==> src/rtl/mii_tx_arbiter.sv <==
// Two-source MII transmit arbiter. Grants whole frames round-robin onto one
// 64-bit MII lane. Each frame is wrapped with a START/preamble word and a
// TERMINATE, followed by an IDLE inter-frame gap.
// Optional feature: define MII_ARB_ERR_EN to turn beats flagged with terr
// into all-ERROR words. Without it the terr inputs are ignored.
module mii_tx_arbiter #(
  parameter int unsigned DATA_WIDTH = 64,  // only 64 is supported
  parameter int unsigned IFG_CYCLES = 1    // IDLE words after each terminating word, >= 1
) (
  input  logic                    clk,
  input  logic                    rst,
  input  logic [DATA_WIDTH-1:0]   s0_tdata,
  input  logic [DATA_WIDTH/8-1:0] s0_tkeep,
  input  logic                    s0_tvalid,
  input  logic                    s0_tlast,
  input  logic                    s0_terr,
  output logic                    s0_tready,
  input  logic [DATA_WIDTH-1:0]   s1_tdata,
  input  logic [DATA_WIDTH/8-1:0] s1_tkeep,
  input  logic                    s1_tvalid,
  input  logic                    s1_tlast,
  input  logic                    s1_terr,
  output logic                    s1_tready,
  output logic [DATA_WIDTH-1:0]   mii_txd,
  output logic [DATA_WIDTH/8-1:0] mii_txc,
  output logic                    busy,
  output logic                    active_src,
  output logic [31:0]             tx_frames,
  output logic [15:0]             underrun_cnt
);

  localparam int unsigned CtrlW = DATA_WIDTH / 8;

  localparam logic [7:0] CodeIdle  = 8'h07;
  localparam logic [7:0] CodeStart = 8'hFB;
  localparam logic [7:0] CodeTerm  = 8'hFD;
  localparam logic [7:0] CodeError = 8'hFE;
  localparam logic [7:0] CodePre   = 8'h55;
  localparam logic [7:0] CodeSfd   = 8'hD5;

  localparam logic [DATA_WIDTH-1:0] IdleWord  = {CtrlW{CodeIdle}};
  localparam logic [DATA_WIDTH-1:0] ErrorWord = {CtrlW{CodeError}};
  localparam logic [DATA_WIDTH-1:0] PreWord   = {CodeSfd, {(CtrlW-2){CodePre}}, CodeStart};
  localparam logic [DATA_WIDTH-1:0] TermWord  = {{(CtrlW-1){CodeIdle}}, CodeTerm};
  localparam logic [CtrlW-1:0]      PreCtrl   = {{(CtrlW-1){1'b0}}, 1'b1};

  typedef enum logic [2:0] {
    StIdle,
    StPreamble,
    StPayload,
    StTerm,
    StIfg
  } state_e;

  state_e          state_q;
  logic [31:0]     ifg_cnt_q;

  logic [DATA_WIDTH-1:0] sel_tdata;
  logic [CtrlW-1:0]      sel_tkeep;
  logic                  sel_tvalid;
  logic                  sel_tlast;
  logic                  beat_err;
  logic                  grant_next;
  logic                  full_keep;
  logic [3:0]            n_keep;
  logic [DATA_WIDTH-1:0] tail_txd;
  logic [CtrlW-1:0]      tail_txc;

  function automatic logic [3:0] popcount(input logic [CtrlW-1:0] v);
    logic [3:0] c;
    c = '0;
    for (int i = 0; i < CtrlW; i++) begin
      c = c + {3'b000, v[i]};
    end
    return c;
  endfunction

  // Route the granted source's beat to the datapath.
  always_comb begin
    sel_tdata  = s0_tdata;
    sel_tkeep  = s0_tkeep;
    sel_tvalid = s0_tvalid;
    sel_tlast  = s0_tlast;
    if (active_src) begin
      sel_tdata  = s1_tdata;
      sel_tkeep  = s1_tkeep;
      sel_tvalid = s1_tvalid;
      sel_tlast  = s1_tlast;
    end
  end

`ifdef MII_ARB_ERR_EN
  assign beat_err = active_src ? s1_terr : s0_terr;
`else
  logic unused_terr;
  assign unused_terr = s0_terr ^ s1_terr;
  assign beat_err    = 1'b0;
`endif

  // On contention the source that did not go last wins; otherwise whoever asks.
  assign grant_next = (s0_tvalid && s1_tvalid) ? ~active_src : s1_tvalid;

  assign full_keep = &sel_tkeep;

  // Short last beat: data lanes, one TERM lane, IDLE padding above it.
  always_comb begin
    n_keep   = popcount(sel_tkeep);
    tail_txd = IdleWord;
    for (int i = 0; i < CtrlW; i++) begin
      if (i < int'(n_keep)) begin
        tail_txd[8*i +: 8] = sel_tdata[8*i +: 8];
      end else if (i == int'(n_keep)) begin
        tail_txd[8*i +: 8] = CodeTerm;
      end
    end
  end

  assign tail_txc = ~sel_tkeep;

  // Ready only for the granted source while the payload is flowing; held low in reset
  // so no beat is consumed from a frame that reset is about to abandon.
  always_comb begin
    s0_tready = (state_q == StPayload) && !active_src && !rst;
    s1_tready = (state_q == StPayload) &&  active_src && !rst;
  end

  assign busy = (state_q != StIdle);

  // Frame sequencing FSM with registered MII outputs and statistics counters.
  always_ff @(posedge clk) begin
    if (rst) begin
      state_q      <= StIdle;
      ifg_cnt_q    <= '0;
      mii_txd      <= IdleWord;
      mii_txc      <= '1;
      active_src   <= 1'b1;
      tx_frames    <= '0;
      underrun_cnt <= '0;
    end else begin
      case (state_q)
        StIdle: begin
          mii_txd <= IdleWord;
          mii_txc <= '1;
          if (s0_tvalid || s1_tvalid) begin
            active_src <= grant_next;
            state_q    <= StPreamble;
          end
        end

        StPreamble: begin
          mii_txd <= PreWord;
          mii_txc <= PreCtrl;
          state_q <= StPayload;
        end

        StPayload: begin
          if (!sel_tvalid) begin
            // Source starved mid-frame: poison the word, keep waiting for it.
            mii_txd <= ErrorWord;
            mii_txc <= '1;
            if (underrun_cnt != 16'hFFFF) begin
              underrun_cnt <= underrun_cnt + 16'd1;
            end
          end else if (beat_err) begin
            mii_txd <= ErrorWord;
            mii_txc <= '1;
            if (sel_tlast) begin
              state_q <= StTerm;
            end
          end else if (!sel_tlast) begin
            mii_txd <= sel_tdata;
            mii_txc <= '0;
          end else if (full_keep) begin
            // No free lane for TERM, so it goes out in its own word.
            mii_txd <= sel_tdata;
            mii_txc <= '0;
            state_q <= StTerm;
          end else begin
            mii_txd   <= tail_txd;
            mii_txc   <= tail_txc;
            tx_frames <= tx_frames + 32'd1;
            ifg_cnt_q <= '0;
            state_q   <= StIfg;
          end
        end

        StTerm: begin
          mii_txd   <= TermWord;
          mii_txc   <= '1;
          tx_frames <= tx_frames + 32'd1;
          ifg_cnt_q <= '0;
          state_q   <= StIfg;
        end

        StIfg: begin
          mii_txd <= IdleWord;
          mii_txc <= '1;
          if (ifg_cnt_q == IFG_CYCLES - 32'd1) begin
            state_q <= StIdle;
          end else begin
            ifg_cnt_q <= ifg_cnt_q + 32'd1;
          end
        end

        default: begin
          mii_txd <= IdleWord;
          mii_txc <= '1;
          state_q <= StIdle;
        end
      endcase
    end
  end

endmodule

==> config.mk <==
export PLATFORM = sky130hd
export DESIGN_NAME = mii_tx_arbiter
export DESIGN_NICKNAME = d
export VERILOG_FILES = /design/src/rtl/mii_tx_arbiter.sv
export SDC_FILE = /design/constraint.sdc
export NUM_CORES = 1
export LEC_CHECK = 0
export CORE_MARGIN = 8
export CORE_UTILIZATION = 49
export DETAILED_ROUTE_END_ITERATION = 10
export GPL_TIMING_DRIVEN = 1
export MAX_ROUTING_LAYER = met4
export PLACE_DENSITY = 0.92
export SYNTH_ARGS = -nofsm -noshare
export SYNTH_HDL_FRONTEND = slang
export SYNTH_SLANG_ARGS = --single-unit
==> constraint.sdc <==
create_clock -name clk -period 15.75 [get_ports clk]
set_input_delay 3.15 -clock clk [delete_from_list [all_inputs] [get_ports clk]]
set_output_delay 3.15 -clock clk [all_outputs]
set_load 0.01 [all_outputs]
==> results of run 1 <==
state kept, by name (all words and copies together) (netlist names):
register and flops:
active_src 1, ifg_cnt_q 32, mii_txc 8, mii_txd 64
state_q 3, tx_frames 32, underrun_cnt 16
final cells by class:
type | count | area [um2]
Fill cell | 1091 | 4560
Multi-Input combinational cell | 670 | 4340
Sequential cell | 156 | 3130
Timing Repair Buffer | 281 | 2790
Clock buffer | 21 | 470
Tap cell | 216 | 270
Clock inverter | 10 | 115
Inverter | 11 | 41.3
Antenna cell | 4 | 10.0
worst max-delay path, cell delays in order:
cell and delay (ps):
buf_2 80, buf_4 490, nor2_1 190, nand2_1 100, buf_4 320, nor2_1 70
clkdlybuf4s50_1 500
where the power goes:
| part | switching (mW) | total [mW] | internal [mW] |
|---|---|---|---|
| sequential | 0.0153 | 0.431 | 0.416 |
| clock | 0.168 | 0.413 | 0.245 |
| combinational | 0.201 | 0.351 | 0.149 |
stage by stage:
stage | setup slack (ps) | hold slack [ps]
final | 7650 | 481
after global routing | 7500 | 504
after CTS | 7670 | 483
after detailed placement | 7680 | 475
after global placement | 7700 | 461
after floorplan | 8580 | 452
layout by cell type (no fill, tap or decap), types with 13 or more instances in the layout:
cell type        synthesis  layout
clkdlybuf4s50_1          0     272
nor2b_1                 13      13
mux2_2                  43      43
o21ai_0                 67      67
clkbuf_16                0      17
a21oi_1                 95      95
and3_1                  18      18
or4_1                   29      29
nand3_1                 52      52
or3_1                   36      36
nand2_1                 56      56
nor2_1                  44      44
nand4_1                 19      19
dfxtp_1                156     155
mux2i_1                 28      27
o31ai_1                 33      33
cells by family (layout without fill, tap and decap cells):
kind of cell,Yosys count,in the layout,share of synthesized area
AND/OR/NAND/NOR,326,326,0.232
multiplexers,71,71,0.0984
flip-flops,156,156,0.402
buffers and inverters,71,323,0.0409
XOR/XNOR,14,14,0.0158
adder cells (fa/ha/maj),12,12,0.0232
AO/OA/AOI/OAI,247,247,0.188
other,0,4,0
path summary, 6_finish.rpt:
check | from | cells after the start | endpoint | slack (ps)
max reg2reg | active_src | 12 | mii_txd[13] | 10380
min | tx_frames[31] | 2 | tx_frames[31] | 480
min reg2reg | tx_frames[31] | 2 | tx_frames[31] | 480
max | rst | 7 | s0_tready | 7650
layer usage:
metal | vias up | wire, um | track usage
met5 | - | 0 | -
met4 | 0 | 1380 | 0.157
met3 | 111 | 2770 | 0.0691
met2 | 491 | 14400 | 0.485
met1 | 3849 | 10200 | 0.296
li1 | 3827 | - | -
==> results.sh, run 1 <==
export IMPL_status="complete, no violations"
export IMPL_required_ps=12600
export IMPL_coreArea_mm2=0.0157
export IMPL_synth_edf_count=0
export IMPL_yosys_top_cells_area="dfxtp_1 (40%), mux2_2 (6.2%), a21oi_1 (6.1%), o21ai_0 (4.3%), mux2i_1 (3.6%)"
export IMPL_total_power_mw=1.19
export IMPL_place_hpwl_mm=20.6
export IMPL_setup_viol=0
export IMPL_io_pins=276
export IMPL_tightest_slew_ps=1160
export IMPL_cts_repair_resized=0
export IMPL_cts_htree_levels=4
export IMPL_hold_class="reg2reg"
export IMPL_postCtsHoldBufs=0
export IMPL_portBuffers=273
export IMPL_synth_top_cell_by_area="dfxtp_1"
export IMPL_cts_buffers_inserted=17
export IMPL_period_needed_ps=8100
export IMPL_die_area_mm2=0.0201
export IMPL_worst_setup_path_start_kind="input port"
export IMPL_syn_nets=1061
export IMPL_cp_arrival_ps=4950
export IMPL_synthFlopType="dfxtp_1"
export IMPL_dieHeight_um=142
export IMPL_start_util=0.495
export IMPL_end_kind="primary output"
export IMPL_path_clk_slew_ps=60
export IMPL_gr_total_overflow=0
export IMPL_maxCapViolCount=0
export IMPL_yosysMostFrequentCell="dfxtp_1"
export IMPL_setup_tns_ps=0
export IMPL_ys_warn_count=0
export IMPL_vias=8278
export IMPL_cts_sinks=156
export IMPL_row_count=46
export IMPL_placed_cells=1334
export IMPL_grt_pass1_wl_mm=44.0
export IMPL_drc=0
export IMPL_ys_types=61
export IMPL_nets=1301
export IMPL_drive_above_1_share=0.0818
export IMPL_cts_tree="built"
export IMPL_first_pass_iters=5
export IMPL_syn_inst=897
export IMPL_power_density_mw_per_mm2=107
export IMPL_postLayoutCoreUtil=0.710
export IMPL_grt_pass1_vias=8282
export IMPL_cts_setup_buffers=0
export IMPL_grt_max_degree=65
export IMPL_clock_skew_ps=9.12
export IMPL_clk_latency_ps=430
export IMPL_fmax_mhz=123
export IMPL_setup_worst_path_class="in2out"
export IMPL_ant_nets=0
export IMPL_track_usage=0.283
export IMPL_drtIter0Drc=717
export IMPL_yosys_top_cells_count="dfxtp_1 (156), a21oi_1 (95), o21ai_0 (67), nand2_1 (56), nand3_1 (52)"
export IMPL_drv_slew=0
export IMPL_die_x_um=142
export IMPL_seq_area_frac_synth=0.402
export IMPL_antenna_found_initial=4
export IMPL_leakage_nw=3.96
export IMPL_synth_area_mm2=0.00777
export IMPL_slew_headroom=0.218
export IMPL_min_period_over_period=0.514
export IMPL_ys_async_sr_fraction=0
export IMPL_totalWireLength_mm=28.7
export IMPL_final_cells=1369
export IMPL_gp_congestion=0.924
export IMPL_syn2layout_area_growth_pct=43.5
export IMPL_root_buffer="clkbuf_16"
export IMPL_synth_top_area_frac=0.402
export IMPL_hold_viol=0
export IMPL_syn_avg_cell_area_um2=8.66
export IMPL_vias_per_cell=6.05
export IMPL_stdcell_area_mm2=0.0112
export IMPL_ir_drop_uv=75.6
export IMPL_rsz0062_at_grt="no"
export IMPL_routedWlPerCell_um=21.0
export IMPL_ys_ff_latch=156
export IMPL_dpl_cell_area_mm2=0.0106
export IMPL_cts_buffer_depth=2
export IMPL_path_max_fanout=57
No activity file was read; power rests on OpenSTA's default activity.
==> inputs of run 2 (changes only) <==
--- a/config.mk
+++ b/config.mk
@@ -6,11 +6,11 @@
 export NUM_CORES = 1
 export LEC_CHECK = 0
 export CORE_MARGIN = 8
-export CORE_UTILIZATION = 49
+export CORE_UTILIZATION = 41
 export DETAILED_ROUTE_END_ITERATION = 10
 export GPL_TIMING_DRIVEN = 1
 export MAX_ROUTING_LAYER = met4
-export PLACE_DENSITY = 0.92
+export PLACE_DENSITY = 0.83
 export SYNTH_ARGS = -nofsm -noshare
 export SYNTH_HDL_FRONTEND = slang
 export SYNTH_SLANG_ARGS = --single-unit
==> constraint.sdc (replaced) <==
create_clock -name clk -period 7.04 [get_ports clk]
set_input_delay 1.408 -clock clk [delete_from_list [all_inputs] [get_ports clk]]
set_output_delay 1.408 -clock clk [all_outputs]
set_load 0.01 [all_outputs]
==> run 2 against run 1 <==
Register-to-register slack lost 8700 ps; first-iteration DRC count shrank 32%; combinational power increased by 120%; via count fell by 3.3%; non-clock buffer count grew 5; core utilization is 11 points lower; critical path depth is 7 higher; die area rose by 17%; sequential share of layout area shrank 0.066 points; global-route usage is 5.1 points lower; clock-buffer cell count fell by 1; routed wire length is 3.9% lower.
==> results.sh, run 2 (synthesized netlist as in run 1, its figures left out) <==
export IMPL_path_max_fanout=5
export IMPL_gp_congestion=0.890
export IMPL_ant_nets=0
export IMPL_path_buf_inv=2
export IMPL_start_util=0.417
export IMPL_cts_setup_buffers=0
export IMPL_clock_skew_ps=10.6
export IMPL_totalWireLength_mm=27.6
export IMPL_root_buffer="clkbuf_16"
export IMPL_cp_arrival_ps=6120
export IMPL_most_common_layout_cells="clkdlybuf4s50_1 (272), dfxtp_1 (155), a21oi_1 (95)"
export IMPL_grt_pass1_wl_mm=43.0
export IMPL_grt_pass1_vias=7860
export IMPL_antenna_found_initial=1
export IMPL_cts_repair_resized=0
export IMPL_syn2layout_area_growth_pct=43.9
export IMPL_period_needed_ps=5770
export IMPL_cts_htree_levels=4
export IMPL_drive_above_1_share=0.0857
export IMPL_row_count=50
export IMPL_hold_class="reg2reg"
export IMPL_routedWlPerCell_um=19.9
export IMPL_dieHeight_um=154
export IMPL_gr_total_overflow=0
export IMPL_path_cells="clkdlybuf4s50_1 -> mux2_2 -> fa_1 -> fa_1 -> fa_1 -> ha_1 -> fa_1 -> or2_2 -> o31a_1 -> or3_1 -> nor2_1 -> buf_4 -> mux2_2 -> a31oi_1"
export IMPL_postCtsHoldBufs=0
export IMPL_track_usage=0.232
export IMPL_nets=1306
export IMPL_cts_buffers_inserted=17
export IMPL_cts_buffer_depth=2
export IMPL_clk_latency_ps=430
export IMPL_tightest_slew_ps=794
export IMPL_die_x_um=154
export IMPL_drtIter0Drc=486
export IMPL_hold_viol=0
export IMPL_top_regs="mii_txd (64), ifg_cnt_q (32), tx_frames (32)"
export IMPL_grt_max_degree=65
export IMPL_drc=0
export IMPL_max_stage_delay_ps=520
export IMPL_setup_tns_ps=0
export IMPL_setup_viol=0
export IMPL_coreArea_mm2=0.0186
export IMPL_ir_drop_uv=183
export IMPL_drv_slew=0
export IMPL_vias_per_cell=5.76
export IMPL_crit_family="adder cells"
export IMPL_power_density_mw_per_mm2=234
export IMPL_place_hpwl_mm=20.6
export IMPL_maxCapViolCount=0
export IMPL_hold_slack_ps=483
export IMPL_path_clk_slew_ps=60
export IMPL_end_kind="flop"
export IMPL_portBuffers=273
export IMPL_vias=8001
export IMPL_required_ps=7390
export IMPL_cts_tree="built"
export IMPL_final_common_cell="clkdlybuf4s50_1"
export IMPL_largest_reg_flops=64
export IMPL_worst_setup_path_start_kind="input port"
export IMPL_first_pass_iters=7
export IMPL_status="complete, no violations"
export IMPL_slew_headroom=0.466
export IMPL_fmax_mhz=173
export IMPL_crit_path_frequent_cell="fa_1"
export IMPL_die_area_mm2=0.0236
export IMPL_fillerInstances=1615
export IMPL_min_period_over_period=0.820
export IMPL_ff2ff_setup_slack_ps=1670
export IMPL_cts_sinks=156
export IMPL_rsz0062_at_grt="no"
export IMPL_leakage_nw=3.96
export IMPL_cpMaxStageDelayCell="fa_1"
export IMPL_top_register="mii_txd"
export IMPL_io_pins=276
export IMPL_setup_worst_path_class="in2reg"
-- run 2: cell count changes in the layout (fill, tap and decap cells not counted), sizes merged, moves of 2 or more --
cell,delta
clkinv,-2
diode,-3
buf,+5
clkinvlp,+2
inv,+3
-- run 2: cell type report --
class / count / area (um2) / share of cell area
diodes: 1 / 2.50 / 0.000224
clock buffers: 20 / 447 / 0.0399
clock inverters: 12 / 113 / 0.0101
inverters: 11 / 41.3 / 0.00369
multi-input cells: 670 / 4340 / 0.388
flip-flops and latches: 156 / 3130 / 0.280
well taps: 234 / 293 / 0.0262
repair buffers: 286 / 2830 / 0.253
-- run 2: power by group --
| part | internal, mW | switching [mW] | leakage (nW) | total, mW |
|---|---|---|---|---|
| registers | 0.929 | 0.0367 | 1.27 | 0.966 |
| clock network | 0.499 | 0.380 | 0.260 | 0.879 |
| logic | 0.343 | 0.430 | 2.44 | 0.773 |
| total | 1.77 | 0.847 | 3.96 | 2.62 |
-- run 2: path summary, 6_finish.rpt --
kind                    to  depth (start not counted)     startpoint
min          tx_frames[31]                          2  tx_frames[31]
max reg2reg     mii_txd[9]                         13     active_src
min reg2reg  tx_frames[31]                          2  tx_frames[31]
max             mii_txd[9]                         14    s0_tkeep[0]
-- run 2: through the flow --
stage          std cells  utilization  instance area [um2]  total power, mW  worst slack, ps
6_report            1390        0.600                11200             2.62             1270
5_1_grt             1390        0.600                11200             2.74             1110
4_1_cts             1389        0.600                11200             2.62             1320
3_5_place_dp        1357        0.570                10600             1.75              909
3_3_place_gp        1357        0.570                10600             1.73              977
2_1_floorplan        897            -                 7770             1.41             1620
-- run 2: worst register-to-register path: stages (launching register included) --
cell,delay (ps)
dfxtp_4,820
mux2_2,480
fa_1,510
fa_1,520
fa_1,490
ha_1,230
fa_1,440
or2_2,320
o31a_1,140
or3_1,370
nor2_1,280
buf_4,220
mux2_2,330
a31oi_1,150
-- run 2: per-layer routing --
layer | track usage | part of all wire | vias up
met3 | 0.0715 | 0.079 | 40
met5 | - | 0 | -
met1 | 0.247 | 0.39 | 3801
met4 | 0.0691 | 0.021 | 0
met2 | 0.410 | 0.51 | 317
li1 | - | - | 3843
